<file path="src/rtl/store_buffer.sv">
// Store buffer between address generation and the dcache: queues committed stores,
// drains them in order over valid/ready, and offers store-to-load forwarding.
module store_buffer #(
    parameter int DEPTH = 4
) (
    input  logic                     clk,
    input  logic                     resetn,
    input  logic                     st_valid,
    output logic                     st_ready,
    input  logic [31:0]              st_addr,
    input  logic [3:0]               st_strb,
    input  logic [31:0]              st_data,
    input  logic                     ld_check,
    input  logic [31:0]              ld_addr,
    input  logic [3:0]               ld_strb,
    output logic                     fwd_hit,
    output logic [31:0]              fwd_data,
    output logic                     fwd_stall,
    output logic                     dc_valid,
    input  logic                     dc_ready,
    output logic [31:0]              dc_addr,
    output logic [3:0]               dc_strb,
    output logic [31:0]              dc_wdata,
    output logic                     empty,
    output logic [$clog2(DEPTH):0]   count
);

    localparam int PW = $clog2(DEPTH);

    typedef struct packed {
        logic [29:0] addr;
        logic [3:0]  strb;
        logic [31:0] data;
    } entry_t;

    entry_t         mem_q [DEPTH];
    logic [DEPTH-1:0] valid_q, valid_d;
    logic [PW:0]    head_q, head_d;
    logic [PW:0]    tail_q, tail_d;

    logic [PW-1:0]  head_idx, tail_idx;
    logic           full;
    logic           enq, deq;
    entry_t         head_entry;

    // Byte-offset bits of both addresses are irrelevant: all accesses are word-lane aligned.
    logic unused_addr_bits;
    assign unused_addr_bits = ^{st_addr[1:0], ld_addr[1:0]};

    assign head_idx = head_q[PW-1:0];
    assign tail_idx = tail_q[PW-1:0];

    assign count = tail_q - head_q;
    assign empty = (count == '0);
    assign full  = (count == (PW+1)'(DEPTH));

    assign st_ready = ~full;
    assign dc_valid = ~empty;

    assign enq = st_valid & st_ready;
    assign deq = dc_valid & dc_ready;

    // Outputs are forced to zero while empty so stale storage never leaks onto the port.
    assign head_entry = mem_q[head_idx];
    assign dc_addr    = dc_valid ? {head_entry.addr, 2'b00} : 32'h0;
    assign dc_strb    = dc_valid ? head_entry.strb : 4'h0;
    assign dc_wdata   = dc_valid ? head_entry.data : 32'h0;

    always_comb begin
        // NOTE: every signal assigned in a combinational block gets a default first, or a latch is inferred.
        head_d  = head_q;
        tail_d  = tail_q;
        valid_d = valid_q;
        if (deq) begin
            valid_d[head_idx] = 1'b0;
            head_d            = head_q + 1'b1;
        end
        if (enq) begin
            valid_d[tail_idx] = 1'b1;
            tail_d            = tail_q + 1'b1;
        end
    end

    // NOTE: sequential state uses non-blocking assignments so all registers update together at the edge.
    always_ff @(posedge clk or negedge resetn) begin
        if (!resetn) begin
            head_q  <= '0;
            tail_q  <= '0;
            valid_q <= '0;
        end else begin
            head_q  <= head_d;
            tail_q  <= tail_d;
            valid_q <= valid_d;
        end
    end

    // NOTE: the payload array is not reset; valid bits and pointers alone decide what is live.
    always_ff @(posedge clk) begin
        if (enq) begin
            mem_q[tail_idx] <= '{addr: st_addr[31:2], strb: st_strb, data: st_data};
        end
    end

    logic          match_any;
    logic [PW-1:0] match_sel;
    logic [PW-1:0] scan_idx;
    logic          lanes_missing;
    entry_t        match_entry;

    // Walk from head towards tail so the last match seen is the youngest store.
    always_comb begin
        match_any = 1'b0;
        match_sel = '0;
        scan_idx  = '0;
        for (int i = 0; i < DEPTH; i++) begin
            scan_idx = head_idx + PW'(i);
            if (valid_q[scan_idx] && (mem_q[scan_idx].addr == ld_addr[31:2])) begin
                match_any = 1'b1;
                match_sel = scan_idx;
            end
        end
    end

    assign match_entry   = mem_q[match_sel];
    assign lanes_missing = |(ld_strb & ~match_entry.strb);

    assign fwd_hit   = ld_check & match_any;
    assign fwd_stall = ld_check & match_any & lanes_missing;
    assign fwd_data  = (ld_check & match_any & ~lanes_missing) ? match_entry.data : 32'h0;

endmodule
</file>
<file path="config.mk">
export PLATFORM = sky130hd
export DESIGN_NAME = store_buffer
export DESIGN_NICKNAME = d
export VERILOG_FILES = /design/src/rtl/store_buffer.sv
export SDC_FILE = /design/constraint.sdc
export NUM_CORES = 1
export LEC_CHECK = 0
export ABC_AREA = 1
export ABC_CLOCK_PERIOD_IN_PS = 4700
export BUFFER_PORTS_ARGS = -buffer_cell sky130_fd_sc_hd__buf_2
export CORE_MARGIN = 1
export CORE_UTILIZATION = 50
export CTS_CLUSTER_DIAMETER = 150
export DETAILED_ROUTE_END_ITERATION = 8
export HOLD_SLACK_MARGIN = 0.05
export MAX_ROUTING_LAYER = met4
export PLACE_DENSITY_LB_ADDON = 0.1
export SYNTH_ARGS = -nofsm -noshare
export SYNTH_HDL_FRONTEND = slang
export SYNTH_SLANG_ARGS = --single-unit
export TNS_END_PERCENT = 50
</file>
<file path="constraint.sdc">
create_clock -name clk -period 4.7 [get_ports clk]
set_input_delay 0.705 -clock clk [delete_from_list [all_inputs] [get_ports clk]]
set_output_delay 0.705 -clock clk [all_outputs]
set_load 0.005 [all_outputs]
</file>
==> impl_metrics.ini <==
[routing]
vias = 16400
wl_per_cell_um = 18.4
drt_pass1_iterations = 6
drt-total-wl_um = 54500
remaining_drc_errors = 0
vias_per_cell = 5.56
ant_nets = 0
drt-initial-drc-count = 1657

[clock_tree]
path_clk_slew_ns = 0.06
clkSinkCount = 274
cts_root_buf = clkbuf_16
htree_levels = 1
clock_path_buffers = 3
insertion_delay_ns = 0.59
cts_tree = built
numCtsBuffers = 31

[global_routing]
grt_max_degree = 76
track_usage = 0.308
grt-ovfl-total = 0
antenna_found_initial = 10
grt_pass1_wl_um = 79400
grt_pass1_vias = 15200

[floorplanning]
die_area_um2 = 34500
num_rows = 66
coreArea_um2 = 32900
die_height_um = 186
die_x_um = 186
initial_core_util = 0.514
top_level_ports = 217

[worst_setup_path]
crit_arrival_ns = 4.13
critPathSlowestCell = dfrtp_4
cp_top_family = simple AND/OR/NAND/NOR gates
critPathMaxStageDelay_ns = 0.47
crit_buf_inv = 6
crit_chain = clkinv_8, ha_4, buf_6, buf_6, nand3_1, nand2_1, xor2_1, nand3_1, nor2_1, nand4_1, nand2_1, nand2_2, nand2_4, inv_2, nand2_1, nand3_1, nand3_1, nand2_2, nor2_4, nand2_4, clkbuf_16, nor2_1, buf_2
crit_type = reg -> out
critPathCaptureType = output pin
cp-start-kind = flip-flop
cp.required_ns = 3.99
cp_max_fo = 11
reg2reg_slack_ns = 1.10
crit_path_frequent_cell = nand3_1

[timing]
hold_slack_ns = 0.329
hold_viol_final = 0
max_freq_mhz = 207
slew_violations = 0
worst_slack_ns = -0.136
worstMarginPinSlew_ns = 0.693
setup_violations = 32
clock_skew_ns = 0.00984
fin_crit_sh = 1.03
rsz0062_at_grt = true
slew_headroom = 0.538
period_minus_slack_ns = 4.84

[synth]
synth_warnings = 0
synth-edff-count = 264
ys_async_sr_fraction = 0.0365
synth_ff_type = edfxtp_1
synthCells = 2278
synth.distinct_cells = 32
syn_area_per_cell_um2 = 7.42
seq_area_frac_synth = 0.484
netlist_area_um2 = 16900
yosys_register_bits = 274

[finish]
fin_nets = 2599
post_route_cells_drive_above_1_share = 0.163
fill_cells = 2967
syn2layout_area_growth_pct = 19.9

[place]
place_hpwl_um = 32400
portBuffers = 210
routabilityCongestion = 0.971
pre_cts_slack_ns = 0.213

[pwr]
ir_worst_vdd_mv = 0.437
p_leak_nw = 9.73
power.density_nw_per_um2 = 756
totalPowerFinal_mw = 15.3

[flow_run]
drv_cap = 0

[min_path]
hp-class = in -> reg

[outcome]
violations = negative setup slack
status = complete, but fails checks
-- layout make-up --
type	instances	area, um^2	share of cell area
inverter	198	766	0.0378
tap	442	553	0.0273
sequential	274	8190	0.404
multi-input combinational	1699	7650	0.378
timing repair buffer	275	2060	0.102
clock inverter	19	205	0.0101
antenna	10	25.0	0.00124
clock buffer	39	806	0.0398
-- power by group --
group	total (mW)	leakage (nW)	internal, mW	switching, mW
clock network	2.44	0.495	1.43	1.01
logic	9.28	6.70	3.22	6.06
registers	3.59	2.53	3.35	0.234
-- final timing paths --
| check | start | endpoint | depth (start not counted) |
|---|---|---|---|
| min in group asynchronous | resetn | tail_q[1]$_DFFE_PN0P_ | 2 |
| max | head_q[0]$_DFFE_PN0P_ | fwd_data[22] | 23 |
| max in group asynchronous | resetn | head_q[0]$_DFFE_PN0P_ | 2 |
| min reg2reg | tail_q[2]$_DFFE_PN0P_ | tail_q[2]$_DFFE_PN0P_ | 1 |
| max reg2reg | head_q[0]$_DFFE_PN0P_ | valid_q[1]$_DFF_PN0_ | 14 |
| min | st_addr[6] | mem_q[3][40]$_DFFE_PP_ | 1 |
-- cell usage after synthesis (9+ instances only) --
master | number | area share
a21oi_1 | 42 | 0.012
buf_2 | 37 | 0.011
buf_6 | 11 | 0.0073
clkbuf_1 | 49 | 0.011
dfrtp_1 | 10 | 0.015
edfxtp_1 | 264 | 0.47
ha_1 | 10 | 0.0074
inv_1 | 194 | 0.043
nand2_1 | 907 | 0.20
nand3_1 | 386 | 0.11
nor2_1 | 132 | 0.029
nor2_2 | 22 | 0.0081
o21ai_0 | 156 | 0.046
xor2_1 | 9 | 0.0047
-- stage by stage --
stage	instances	cell area [um^2]	setup TNS (ns)	util
finish	2956	20200	-3.33	0.616
global placement	2861	18500	0	0.562
detailed placement	2861	18500	0	0.562
CTS	2929	19700	-1.73	0.601
global route	2956	20200	-8.60	0.616
floorplan	2279	16900	-35.17	-
-- kinds of logic (layout without fill, tap and decap cells) --
logic type / after synthesis / count (layout) / share of synthesized area
fa+ha+maj: 11 / 11 / 0.00859
buf+inv: 307 / 531 / 0.0773
compound gates: 207 / 207 / 0.0621
flops: 274 / 274 / 0.484
other cells: 1 / 12 / 0.000222
simple gates: 1465 / 1466 / 0.361
xor+xnor: 13 / 13 / 0.00674
-- worst register-to-register path, stage by stage (launching register included) --
cell and delay, ns:
dfrtp_4 0.52, buf_12 0.16, buf_4 0.16, clkbuf_16 0.23
ha_1 0.25, fa_1 0.39, xnor2_1 0.22, xnor2_1 0.19
nor2_1 0.09, inv_2 0.30, buf_12 0.29, nand2_1 0.17
inv_1 0.16, a21oi_1 0.08, or2_2 0.29
-- routing by layer --
layer | global-route usage | wire length (um)
met5 | - | 0
met4 | 0.140 | 2140
met3 | 0.0491 | 5430
met2 | 0.503 | 26000
met1 | 0.376 | 21000
-- registers in the layout, indices dropped and copies added (netlist names) --
register / flops
tail_q: 3
head_q: 3
mem_q: 264
valid_q: 4
-- cells in the final DEF, fill, tap and decap left out, drive strengths merged --
| cell type | synthesis | final |
|---|---|---|
| a21oi | 43 | 43 |
| and2 | 2 | 2 |
| buf | 60 | 266 |
| bufbuf | 0 | 1 |
| bufinv | 0 | 4 |
| clkbuf | 49 | 46 |
| clkinv | 0 | 14 |
| clkinvlp | 0 | 1 |
| conb | 1 | 2 |
| dfrtp | 10 | 10 |
| diode | 0 | 10 |
| dlygate4sd3 | 0 | 1 |
| edfxtp | 264 | 264 |
| fa | 1 | 1 |
| ha | 10 | 10 |
| inv | 198 | 198 |
| nand2 | 911 | 912 |
| nand3 | 386 | 386 |
| nand3b | 8 | 8 |
| nand4 | 2 | 2 |
| nor2 | 154 | 154 |
| o21a | 1 | 1 |
| o21ai | 162 | 162 |
| o41a | 1 | 1 |
| or2 | 2 | 2 |
| xnor2 | 4 | 4 |
| xor2 | 9 | 9 |
-- timing repair --
action,in CTS,in global routing
hold endpoints to repair,10,0
resized for setup,18,67
pin swaps,4,24
hold buffers,1,0
setup endpoints to repair,33,33
gates cloned,5,10
buffers inserted,4,7
Power figures use the tool's default switching activity.
